==> config.mk <==
export PLATFORM = sky130hd
export DESIGN_NAME = univ_shift_reg
export DESIGN_NICKNAME = d
export VERILOG_FILES = /design/src/rtl/univ_shift_reg.sv
export SDC_FILE = /design/constraint.sdc
export NUM_CORES = 1
export LEC_CHECK = 0
export ABC_AREA = 0
export CAP_MARGIN = 20
export CORE_MARGIN = 2
export CORE_UTILIZATION = 30
export DETAILED_ROUTE_END_ITERATION = 7
export PLACE_DENSITY = 0.67
export SLEW_MARGIN = 30
export SYNTH_ARGS = -nofsm -noshare
export SYNTH_HDL_FRONTEND = slang
export SYNTH_SLANG_ARGS = --single-unit
==> constraint.sdc <==
create_clock -name clk -period 3.1 [get_ports clk]
set_input_delay 0.31 -clock clk [delete_from_list [all_inputs] [get_ports clk]]
set_output_delay 0.31 -clock clk [all_outputs]
set_load 0.1 [all_outputs]
==> src/rtl/univ_shift_reg.sv <==
// Universal shift register: hold, shift right/left, parallel load, with a saturating shift counter.
// Define ROTATE_EN to make shifts with rot=1 rotate instead of taking serial input.
module univ_shift_reg #(
    parameter int WIDTH = 8,
    localparam int CW = $clog2(WIDTH + 1)
) (
    input  logic             clk,
    input  logic             rst,
    input  logic             en,
    input  logic [1:0]       mode,
    input  logic [WIDTH-1:0] d,
    input  logic             sdi_r,
    input  logic             sdi_l,
    input  logic             rot,
    output logic [WIDTH-1:0] q,
    output logic [WIDTH-1:0] qn,
    output logic             so_r,
    output logic             so_l,
    output logic [CW-1:0]    cnt,
    output logic             done
);

    typedef enum logic [1:0] {
        MODE_HOLD = 2'b00,
        MODE_SHR  = 2'b01,
        MODE_SHL  = 2'b10,
        MODE_LOAD = 2'b11
    } mode_t;

    localparam logic [CW-1:0] FULL = CW'(WIDTH);

    mode_t            mode_sel;
    logic [WIDTH-1:0] q_next;
    logic [CW-1:0]    cnt_next;
    logic [CW-1:0]    cnt_inc;
    logic             shift_in_r;
    logic             shift_in_l;

    assign mode_sel = mode_t'(mode);

`ifdef ROTATE_EN
    // Rotation feeds the bit falling off the far end back in, replacing serial input.
    assign shift_in_r = rot ? q[0] : sdi_r;
    assign shift_in_l = rot ? q[WIDTH-1] : sdi_l;
`else
    logic unused_rot;
    assign unused_rot = rot;
    assign shift_in_r = sdi_r;
    assign shift_in_l = sdi_l;
`endif

    assign cnt_inc = (cnt == FULL) ? cnt : cnt + CW'(1);

    always_comb begin
        q_next   = q;
        cnt_next = cnt;
        case (mode_sel)
            MODE_SHR: begin
                q_next   = {shift_in_r, q[WIDTH-1:1]};
                cnt_next = cnt_inc;
            end
            MODE_SHL: begin
                q_next   = {q[WIDTH-2:0], shift_in_l};
                cnt_next = cnt_inc;
            end
            MODE_LOAD: begin
                q_next   = d;
                cnt_next = '0;
            end
            default: begin
                q_next   = q;
                cnt_next = cnt;
            end
        endcase
    end

    // done is registered from the next count so it always tracks cnt == WIDTH.
    always_ff @(posedge clk) begin
        if (rst) begin
            q    <= '0;
            cnt  <= '0;
            done <= 1'b0;
        end else if (en) begin
            q    <= q_next;
            cnt  <= cnt_next;
            done <= (cnt_next == FULL);
        end
    end

    assign qn   = ~q;
    assign so_r = q[0];
    assign so_l = q[WIDTH-1];

endmodule
==> impl_metrics.env <==
export IMPL_status="complete, no violations"
export IMPL_post_route_period_util_pct=69.44
export IMPL_clock_latency_ns=0.27
export IMPL_critPathLaunch="q[6]"
export IMPL_cp_cell_sequence="inv_1, clkdlybuf4s50_1"
export IMPL_ys_types=27
export IMPL_drt_iter0_drc=21
export IMPL_hold_slack_ns=0.5078
export IMPL_synth_top_family_by_area="compound AO/OA/AOI/OAI gates"
export IMPL_final_layout_size_suffix_gt1_share_pct=7.813
export IMPL_n_fill_cell=261
export IMPL_syn_area_per_cell_um2=8.332
export IMPL_required_ns=2.79
export IMPL_coreArea_um2=2477
export IMPL_hold_class="flop to flop"
export IMPL_max_stage_delay_ns=1.13
export IMPL_wl_per_cell_um=13.26
export IMPL_cts_root_buf="clkbuf_4"
export IMPL_synth_compound_area_share_pct=27.96
export IMPL_globalRouteTotalUtil_pct=15.12
export IMPL_setup_violations=0
export IMPL_cts_sinks=13
export IMPL_slew_headroom_pct=34.53
export IMPL_worst_setup_path_end_kind="primary output"
export IMPL_cts_setup_buffers=0
export IMPL_pin_count=39
export IMPL_grt_pass1_wl_um=3277
export IMPL_peakVddDrop_uv=216.1
export IMPL_power_per_cell_area_nw_per_um2=487.7
export IMPL_htreeDepth=1
export IMPL_critPathKind="flop to primary output"
export IMPL_dpl_cell_count=154
export IMPL_ctsResizeCount=0
export IMPL_slew_violations=0
export IMPL_grt_antenna_before_repair=0
export IMPL_dr_pass1_iters=6
export IMPL_grt_max_degree=20
export IMPL_crit_slowest_cell="clkdlybuf4s50_1"
export IMPL_cts_hold_buf=0
export IMPL_final_seq_area_um2=260.3
export IMPL_synth_xor_area_share_pct=0
export IMPL_stdcell_area_um2=1160
export IMPL_gp_congestion=0.8071
export IMPL_routed_wl_um=2095
export IMPL_hold_viol_final=0
export IMPL_rsz0062_at_grt="false"
export IMPL_synthAdderAreaFrac_pct=7.987
export IMPL_via_per_inst=5.316
export IMPL_fmax_mhz=464.6
export IMPL_synthFlopType="dfxtp_1"
export IMPL_synthSimpleGateAreaFrac_pct=19.33
export IMPL_start_util_pct=31.62
export IMPL_path_max_fanout=4
export IMPL_vias=840
export IMPL_multi_input_area_um2=432.9
export IMPL_placed_area_um2=1134
export IMPL_die_h_um=55.10
export IMPL_syn2layout_area_growth_pct=48.08
export IMPL_drv_cap=0
export IMPL_rrSetupSlack_ns=1.62
export IMPL_finalWorstSetupSlack_ns=0.9474
export IMPL_drc=0
export IMPL_rows=18
export IMPL_tns_ns=0
export IMPL_p_leak_nw=0.4360
export IMPL_min_period_ns=2.153
export IMPL_hold_start="q[5]"
export IMPL_worstMarginPinSlew_ns=0.9789
export IMPL_clk_path_buf_depth=2
export IMPL_numPortBuffers=37
export IMPL_grt_pass1_vias=749
export IMPL_place_ws_ns=0.7993
export IMPL_crit_arrival_ns=1.84
export IMPL_reg2reg_from="cnt[0]"
export IMPL_synth_seq_area_share_pct=33.23
export IMPL_syn_instance_count=94
export IMPL_cp_start_kind="flop"
export IMPL_total_power_mw=0.5656
export IMPL_numCtsBuffers=3
export IMPL_dieArea_um2=3035
export IMPL_critPathTopFamily="buffers and inverters"
export IMPL_hpwl_um=1595
export IMPL_final_util_pct=46.82
export IMPL_fin_skew_ns=0.0008036
export IMPL_clk_pin_slew_ns=0.08
export IMPL_synth_net_count=115
export IMPL_ys_warn_count=0
export IMPL_synth_edf_count=0
export IMPL_grt_ovfl_total=0
export IMPL_ant_nets=0
export IMPL_final_nets=150
export IMPL_stdcell_count=158
export IMPL_cp_num_buf_inv=2
export IMPL_async_flop_share_pct=0
export IMPL_ys_ff_latch=13
export IMPL_syn_area_um2=783.3
export IMPL_cts_tree="yes"
export IMPL_synthMuxAreaShare_pct=0
export IMPL_die_x_um=55.10
export IMPL_n_antenna_cell=0
## Yosys cell counts (2+ instances only)
library cell / number / area [µm²]
o21ai_0: 3 / 15.01
nor2b_1: 4 / 25.02
buf_4: 2 / 15.01
nand2_1: 11 / 41.29
a21oi_1: 2 / 10.01
dfxtp_1: 13 / 260.3
a221oi_1: 16 / 140.1
nand2b_1: 2 / 12.51
clkbuf_2: 2 / 10.01
nand3_1: 4 / 20.02
nor2_1: 3 / 11.26
inv_1: 12 / 45.04
ha_1: 5 / 62.56
a211oi_1: 2 / 15.01
## per-layer routing
metal	vias to the layer above	track usage [%]	share of wire [%]
met4	0	6.098	1.1
met5	-	0	0
met1	387	17.73	45
met2	35	26.39	46
met3	4	3.495	8.4
li1	414	-	-
## cell type report
cell class,count,share of cell area (%)
Clock buffer,4,2.265
Inverter,12,3.884
Multi-Input combinational cell,62,37.32
Sequential cell,13,22.44
Tap cell,30,3.236
Timing Repair Buffer,37,30.85
## cell usage in the layout (no fill, tap or decap), drive strengths merged, types with 2 or more instances in the layout
cell type / count
nor2b: 4
a21oi: 2
nor2: 4
inv: 12
o21ai: 4
nand2b: 2
dfxtp: 13
a221oi: 16
ha: 5
clkdlybuf4s50: 32
clkbuf: 4
nand3: 4
nand2: 11
buf: 5
a211oi: 2
## registers in the layout, indices dropped and copies added (netlist names)
signal / cells
q: 8
cnt: 4
done: 1
## path summary, 6_finish.rpt
check	to	cells after the start
min	q[4]	2
max reg2reg	done	6
max	qn[6]	2
min reg2reg	q[4]	2
## kinds of logic (layout without fill, tap and decap cells)
kind of cell | Yosys count | after routing
AOI/OAI and AO/OA | 28 | 28
and+or+nand+nor | 29 | 29
DFF | 13 | 13
buffers and inverters | 19 | 53
adders and majority gates | 5 | 5
## worst reg2reg max path: stages (launching register included)
cell and delay, ns:
dfxtp_1 0.45, inv_1 0.07, ha_1 0.21, and4b_1 0.18
o21ai_1 0.15, nand4b_1 0.12, o31ai_1 0.21
## report_power, final
part,switching (mW),internal [mW]
Clock,0.0565,0.0499
Combinational,0.199,0.0698
Sequential,0.0120,0.178
Total,0.268,0.298
Power figures use the tool's default switching activity.
